## src/rtl/synfifo_pkg.sv

```systemverilog
// Shared types, default sizes and the configuration check for synfifo_prog.
package synfifo_pkg;

   typedef enum logic {RD_STD, RD_FWFT} rd_mode_e;

   localparam int SYNFIFO_DEF_WIDTH = 8;
   localparam int SYNFIFO_DEF_DEPTH = 16;

   // True when depth is a power of two >= 2 and both thresholds lie in range.
   function automatic bit synfifo_cfg_ok(input int depth, input int af_level, input int ae_level);
      return (depth >= 2) && ((depth & (depth - 1)) == 0) &&
             (af_level >= 1) && (af_level <= depth) &&
             (ae_level >= 0) && (ae_level < depth);
   endfunction

endpackage

```

## src/rtl/synfifo_mem.sv

```systemverilog
// Storage array for synfifo_prog: one synchronous write port, one asynchronous read port.
module synfifo_mem
   import synfifo_pkg::*;
#(
   parameter int width = SYNFIFO_DEF_WIDTH,
   parameter int depth = SYNFIFO_DEF_DEPTH,
   parameter int addr  = $clog2(depth)
) (
   input  logic              clk,
   input  logic              we,
   input  logic [addr-1:0]   waddr,
   input  logic [width-1:0]  wdata,
   input  logic [addr-1:0]   raddr,
   output logic [width-1:0]  rdata
);

   logic [width-1:0] mem [depth];

   // NOTE: the array has no reset; contents are only meaningful once written.
   always_ff @(posedge clk) begin
      if (we) mem[waddr] <= wdata;
   end

   assign rdata = mem[raddr];

endmodule

```

## src/rtl/synfifo_prog.sv

```systemverilog
// Single-clock FIFO with occupancy count, programmable almost flags and std/FWFT read.
// Define SYNFIFO_ERR_EN to build the sticky overflow/underflow flags.
module synfifo_prog
   import synfifo_pkg::*;
#(
   parameter int width    = SYNFIFO_DEF_WIDTH,
   parameter int depth    = SYNFIFO_DEF_DEPTH,
   parameter int af_level = depth - 2,
   parameter int ae_level = 2,
   parameter int fwft     = 0,
   parameter int addr     = $clog2(depth)
) (
   input  logic              clk,
   input  logic              rst,
   input  logic              wen,
   input  logic [width-1:0]  wdata,
   input  logic              ren,
   output logic [width-1:0]  rdata,
   output logic              rvalid,
   output logic              full,
   output logic              empty,
   output logic              almost_full,
   output logic              almost_empty,
   output logic [addr:0]     count,
   input  logic              err_clr,
   output logic              overflow,
   output logic              underflow
);

   typedef logic [addr:0] ptr_t;

   localparam rd_mode_e rd_mode = (fwft != 0) ? RD_FWFT : RD_STD;

   if (!synfifo_cfg_ok(depth, af_level, ae_level) || width < 1) begin : g_bad_cfg
      $error("synfifo_prog: depth must be a power of two >= 2 and thresholds in range");
   end

   ptr_t             wptr, rptr;
   logic             wr_acc, rd_acc;
   logic [width-1:0] mem_rdata;

   // Extra pointer bit distinguishes full from empty; the subtraction wraps naturally.
   assign count        = wptr - rptr;
   assign full         = (count == ptr_t'(depth));
   assign empty        = (count == '0);
   assign almost_full  = (count >= ptr_t'(af_level));
   assign almost_empty = (count <= ptr_t'(ae_level));

   assign wr_acc = wen && !full;
   assign rd_acc = ren && !empty;

   always_ff @(posedge clk or negedge rst) begin
      if (!rst) begin
         wptr <= '0;
         rptr <= '0;
      end else begin
         if (wr_acc) wptr <= wptr + 1'b1;
         if (rd_acc) rptr <= rptr + 1'b1;
      end
   end

   synfifo_mem #(.width(width), .depth(depth), .addr(addr)) u_mem (
      .clk   (clk),
      .we    (wr_acc),
      .waddr (wptr[addr-1:0]),
      .wdata (wdata),
      .raddr (rptr[addr-1:0]),
      .rdata (mem_rdata)
   );

   if (rd_mode == RD_FWFT) begin : g_fwft
      // Head word is shown whenever present; zero keeps rdata clean while empty.
      assign rdata  = empty ? '0 : mem_rdata;
      assign rvalid = !empty;
   end else begin : g_std
      logic [width-1:0] rdata_q;
      logic             rvalid_q;

      always_ff @(posedge clk or negedge rst) begin
         if (!rst) begin
            rdata_q  <= '0;
            rvalid_q <= 1'b0;
         end else begin
            rvalid_q <= rd_acc;
            if (rd_acc) rdata_q <= mem_rdata;
         end
      end

      assign rdata  = rdata_q;
      assign rvalid = rvalid_q;
   end

`ifdef SYNFIFO_ERR_EN
   logic ovf_q, udf_q;

   // A new error in the same cycle as err_clr keeps the flag set.
   always_ff @(posedge clk or negedge rst) begin
      if (!rst) begin
         ovf_q <= 1'b0;
         udf_q <= 1'b0;
      end else begin
         ovf_q <= (ovf_q && !err_clr) || (wen && full);
         udf_q <= (udf_q && !err_clr) || (ren && empty);
      end
   end

   assign overflow  = ovf_q;
   assign underflow = udf_q;
`else
   logic unused_err_clr;
   assign unused_err_clr = err_clr;
   assign overflow  = 1'b0;
   assign underflow = 1'b0;
`endif

endmodule

```

## config.mk

```make
export PLATFORM = sky130hd
export DESIGN_NAME = synfifo_prog
export DESIGN_NICKNAME = d
export VERILOG_FILES = /design/src/rtl/synfifo_pkg.sv /design/src/rtl/synfifo_mem.sv /design/src/rtl/synfifo_prog.sv
export SDC_FILE = /design/constraint.sdc
export NUM_CORES = 1
export LEC_CHECK = 0
export CAP_MARGIN = 20
export CELL_PAD_IN_SITES_DETAIL_PLACEMENT = 0
export CELL_PAD_IN_SITES_GLOBAL_PLACEMENT = 1
export CORE_UTILIZATION = 35
export DETAILED_ROUTE_END_ITERATION = 10
export PLACE_DENSITY_LB_ADDON = 0.1
export SYNTH_ARGS = -nofsm -noshare
export SYNTH_HDL_FRONTEND = slang
export SYNTH_SLANG_ARGS = --single-unit
```

## constraint.sdc

```tcl
create_clock -name clk -period 10.17 [get_ports clk]
set_clock_uncertainty 0.2 [all_clocks]
set_input_delay 1.5255 -clock clk [delete_from_list [all_inputs] [get_ports clk]]
set_output_delay 1.5255 -clock clk [all_outputs]
set_load 0.03 [all_outputs]
```

* After elaboration in Yosys (flattened, before gate mapping) *
Memory sizes are Yosys's and may differ from the RTL's. A register that Yosys moved wholly into a read port is not among the register bits.
Index checks and enable logic that the tools add are counted.

storage, ports and cells
  bits in writable memories = 128
  flip-flop bits (word level) = 11
  output and inout port bits = 20
  word-level logic and storage cells = 18
  memories = 1

cells by class
  multiplexer cells = 2
  $add $sub $neg = 3
  order comparisons = 2
  reductions and logical operators = 6
  eq/ne operators = 1

memories
  name       depth  bits a word  read ports  clocked after Yosys merged registers in  wr ports  RTL line           source
  u_mem.mem  16     8            1           1                                        1         synfifo_mem.sv:17  logic [width-1:0] mem [depth];

operators by type and width
  kind                                                 number
  adder 5 x 1 -> 5 bit, second input constant          2
  == test 5 bit, second input constant                 1
  >= comparator 5 x 4 -> 1 bit, second input constant  1
  <= comparator 5 x 2 -> 1 bit, second input constant  1
  logical NOT 5 bit                                    1
  subtractor 5 bit                                     1
  logical NOT 1 bit                                    3
  logical AND 1 bit                                    2
  two-way mux 1 bit                                    2

* Longest topological paths before layout *
  depth after elaboration = 6
  depth in mapped cells = 11
  depth with buffers taken out = 10

* Hierarchy *
A second synthesis with hierarchy kept.

unflattened totals
  cell total of the unflattened synthesis = 311
  area total of the unflattened synthesis = 6069.6 µm²

by module, submodules not included
  module        area an instance (µm²)  cells an instance  instances
  synfifo_mem   4987.3                  221                1
  synfifo_prog  1082.3                  90                 1

* Worst setup path before layout *
Ideal clock, no wire load.

  path type = register to output
  start point = reg rptr[1]
  end point = out almost_empty
  path slack = 4816 ps
  cell stages (with the launch flop) = 9
  data arrival time = 3629 ps
  buffers on the path = 1
  required time = 8445 ps
  cell sequence = dfrtp_1 > clkbuf_1 > inv_1 > fa_1 > a21o_1 > a21oi_2 > xor2_2 > inv_2 > a2111oi_0

between the ends
  cells in the longest elaborated chain, start to end = 2

RTL lines
  item                          RTL line            source
  from (decl)                   synfifo_prog.sv:38  ptr_t wptr, rptr;
  from (signal assigned)        synfifo_prog.sv:58  if (rd_acc) rptr <= rptr + 1'b1;
  subtractor 5 bit              synfifo_prog.sv:43  assign count = wptr - rptr;
  net count[4]                  synfifo_prog.sv:24  output logic [addr:0] count,
  <= comparator 5 x 2 -> 1 bit  synfifo_prog.sv:47  assign almost_empty = (count <= ptr_t'(ae_level));
  to (decl)                     synfifo_prog.sv:23  output logic almost_empty,

The timed path passes the listed nets, and every way through them passes these cells.

* Worst setup path in the final report *
  start point = reg rptr[0]
  end point = out almost_empty

between the ends
  cells in the longest elaborated chain, start to end = 2

RTL lines
  item                          RTL line
  subtractor 5 bit              synfifo_prog.sv:43
  <= comparator 5 x 2 -> 1 bit  synfifo_prog.sv:47

Every way passes these cells.

==> results.yml <==
status:
  status: "finished, final reports clean"
synth:
  yosysMostFrequentCell: "edfxtp_1"
  synth_area_per_cell_um2: 19.52
  syn_inst: 306
  synth_top_area_frac: 0.6435
  yosysUniqueCellTypes: 38
  synth_edf_count: 128
  ys_seq_area_frac: 0.7231
  synth_area_leaders: "edfxtp_1, mux4_2, dfrtp_1"
  async_flop_share: 0.1293
  ys.flop_type: "edfxtp_1"
  syn_area_um2: 5973
  synth_common_cells: "edfxtp_1, mux4_2, dfrtp_1, o22ai_1"
  yosys.area.top_type: "edfxtp_1"
  synth_warnings: 0
  ys_seq_elements: 147
sta:
  relSlewSlack: 0.3252
  layout_worst_path_cycle_share: 0.5655
  final.setup.worst_slack_ns: 4.419
  rsz0062_at_grt: "no"
  slew_violations: 0
  period_minus_slack_ns: 5.751
  worst_slew_pin_slew_ns: 1.012
  finalHoldViolCount: 0
  fmax_mhz: 173.9
  setup_violations: 0
  tns_ns: 0
clocking:
  postCtsSetupBuffers: 0
  clk_path_buf_depth: 2
  clock_sinks: 147
  cts_tree: "yes"
  cts_hold_buffers: 0
  cts_inserted_buffers: 17
  htreeDepth: 4
  clk_latency_ns: 0.42
  ctsResizeCount: 0
  clkTransAtPathRegs_ns: 0.06
  root_buffer: "clkbuf_16"
route:
  antenna_left: 0
  totalWireLength_mm: 12.78
  vias_per_cell: 4.984
  drt_iter0_markers: 176
  drc_errors: 0
  dr.pass1.iters: 4
  num_vias: 2886
  wl_per_cell_um: 22.07
global_route:
  grt.overflow.total: 0
  grt_pass1_wl_mm: 19.60
  grt_usage: 0.1612
  grt_start_max_net_pins: 37
  antenna_found_initial: 0
  grt_pass1_vias: 3187
power_and_ir_drop:
  p_total_mw: 2.443
  combPwrFrac: 0.399
  internal_power_mw: 1.578
  power.density_nw_per_um2: 342.8
  p_sw_mw: 0.8657
  p_clk_frac: 0.268
  peakVddDrop_mv: 0.3940
  power_frac_seq: 0.333
  p_sw_frac: 0.3543
  p_leak_nw: 2.429
worst_hold_path:
  hold_class: "register to register"
  min_from: "wptr[4]$_DFFE_PN0P_"
  whs_path_depth: 1
  min_to: "wptr[4]$_DFFE_PN0P_"
setup_path:
  max_stage_delay_ns: 0.74
  crit_arrival_ns: 4.03
  end_kind: "primary output"
  r2r-end: "u_mem.mem[7][1]$_DFFE_PP_"
  cp-start-kind: "register"
  crit_type: "register to primary output"
  cpMaxStageDelayCell: "clkdlybuf4s50_1"
  crit_required_ns: 8.44
  timing.rr.start: "rptr[0]$_DFFE_PN0P_"
  crit_chain: "buf_4 > ha_1 > inv_1 > fa_1 > a21o_1 > a21oi_2 > xor2_2 > inv_2 > a2111oi_0 > clkdlybuf4s50_1"
  crit_path_max_fanout: 36
  worst-r2r-cell-count: 9
  reg2reg_slack_ns: 6.09
finish:
  final_core_util: 0.4283
  drive_gt1_frac: 0.2340
  fillers: 1451
  finalNetCount: 369
  diodes: 0
  area_growth_syn_to_layout_pct: 19.33
  fin_cells: 579
placement:
  dp_hpwl_mm: 7.834
  place_congestion: 0.7280
  place_inst: 547
  dp_slack_ns: 4.778
  port_buffers: 29
die:
  start_util: 0.3589
  rows: 47
  die_w_um: 132.6
  io_pins: 33
  die_area_um2: 17590
  core-area_um2: 16640
  chipHeight_um: 132.6
flow_run:
  cap_violations: 0
[critical path, delay by kind of cell, from the launching register on]
kind,cells,cell delay [ns]
buffers and inverters,4,1.51
AOI/OAI and AO/OA,3,0.77
adders and majority gates,2,0.67
DFF,1,0.33
xor gates and xnor gates,1,0.30
[worst max path at each step]
stage / from / end / slack [ns] / cells past startpoint
after floorplan: rptr[1]$_DFFE_PN0P_ / almost_empty / 4.82 / 8
after global placement: rptr[0]$_DFFE_PN0P_ / almost_empty / 4.82 / 10
after detailed placement: rptr[0]$_DFFE_PN0P_ / almost_empty / 4.78 / 10
after CTS: rptr[0]$_DFFE_PN0P_ / almost_empty / 4.30 / 10
after global routing: rptr[0]$_DFFE_PN0P_ / almost_empty / 4.01 / 10
final: rptr[0]$_DFFE_PN0P_ / almost_empty / 4.42 / 10
[layout make-up]
type / count / area [um^2] / share of cell area
clock buffer: 19 / 452.9 / 0.06354
clock inverter: 13 / 172.7 / 0.02422
inverter: 10 / 37.54 / 0.005266
multi-input combinational: 138 / 1556 / 0.2184
sequential: 147 / 4320 / 0.6061
tap: 220 / 275.3 / 0.03862
timing repair buffer: 32 / 312.8 / 0.04388
[cells by family after synthesis]
group,Yosys count,share of synthesized area
other cells,1,0.0006278
xor+xnor,12,0.01885
mux,43,0.1483
buf+inv,22,0.01780
flops,147,0.7231
compound gates,29,0.03289
simple gates,42,0.03624
fa+ha+maj,10,0.02220
[sequential cells by signal, indices dropped and copies added (netlist names)]
register,flops
rdata,8
u_mem.mem,128
rvalid,1
wptr,5
rptr,5
[power groups by stage]
stage | clock [mW] | combinational [mW] | sequential [mW]
after floorplan | 0 | 0.660 | 0.832
after global placement | 0 | 0.983 | 0.823
after detailed placement | 0 | 0.995 | 0.827
after CTS | 0.670 | 0.998 | 0.816
after global routing | 0.696 | 1.05 | 0.828
final | 0.656 | 0.974 | 0.813
[routing by layer]
metal  GRT usage  part of all wire
met4     0.06450             0.019
met2      0.2687              0.51
met1      0.1976              0.44
met5           0                 0
met3     0.04636             0.033
[placed cells by master, fill, tap and decap left out, types with 2 or more instances in the layout]
cell,Yosys,layout
xor2_1,2,2
edfxtp_1,128,128
nor2b_1,4,4
nor4_1,2,2
nand2_1,7,7
mux2_2,2,2
bufinv_16,0,3
mux4_2,32,32
xnor2_1,9,9
ha_1,9,9
and3_1,12,12
clkdlybuf4s50_1,0,29
inv_8,0,2
o211ai_1,2,2
buf_4,3,3
inv_6,0,2
o22ai_1,16,16
clkinv_4,0,3
o21ai_0,3,3
clkbuf_16,0,17
clkbuf_8,0,2
mux2_4,8,8
inv_1,9,9
conb_1,1,2
nor2_1,12,12
dfrtp_1,19,18
[metrics by stage]
| step | hold slack, ns | cell area, um^2 |
|---|---|---|
| 2_1_floorplan | 0.2617 | 5977 |
| 3_3_place_gp | 0.2792 | 6502 |
| 3_5_place_dp | 0.2822 | 6502 |
| 4_1_cts | 0.2968 | 7128 |
| 5_1_grt | 0.3180 | 7128 |
| 6_report | 0.2927 | 7128 |
Power figures use the tool's default switching activity.
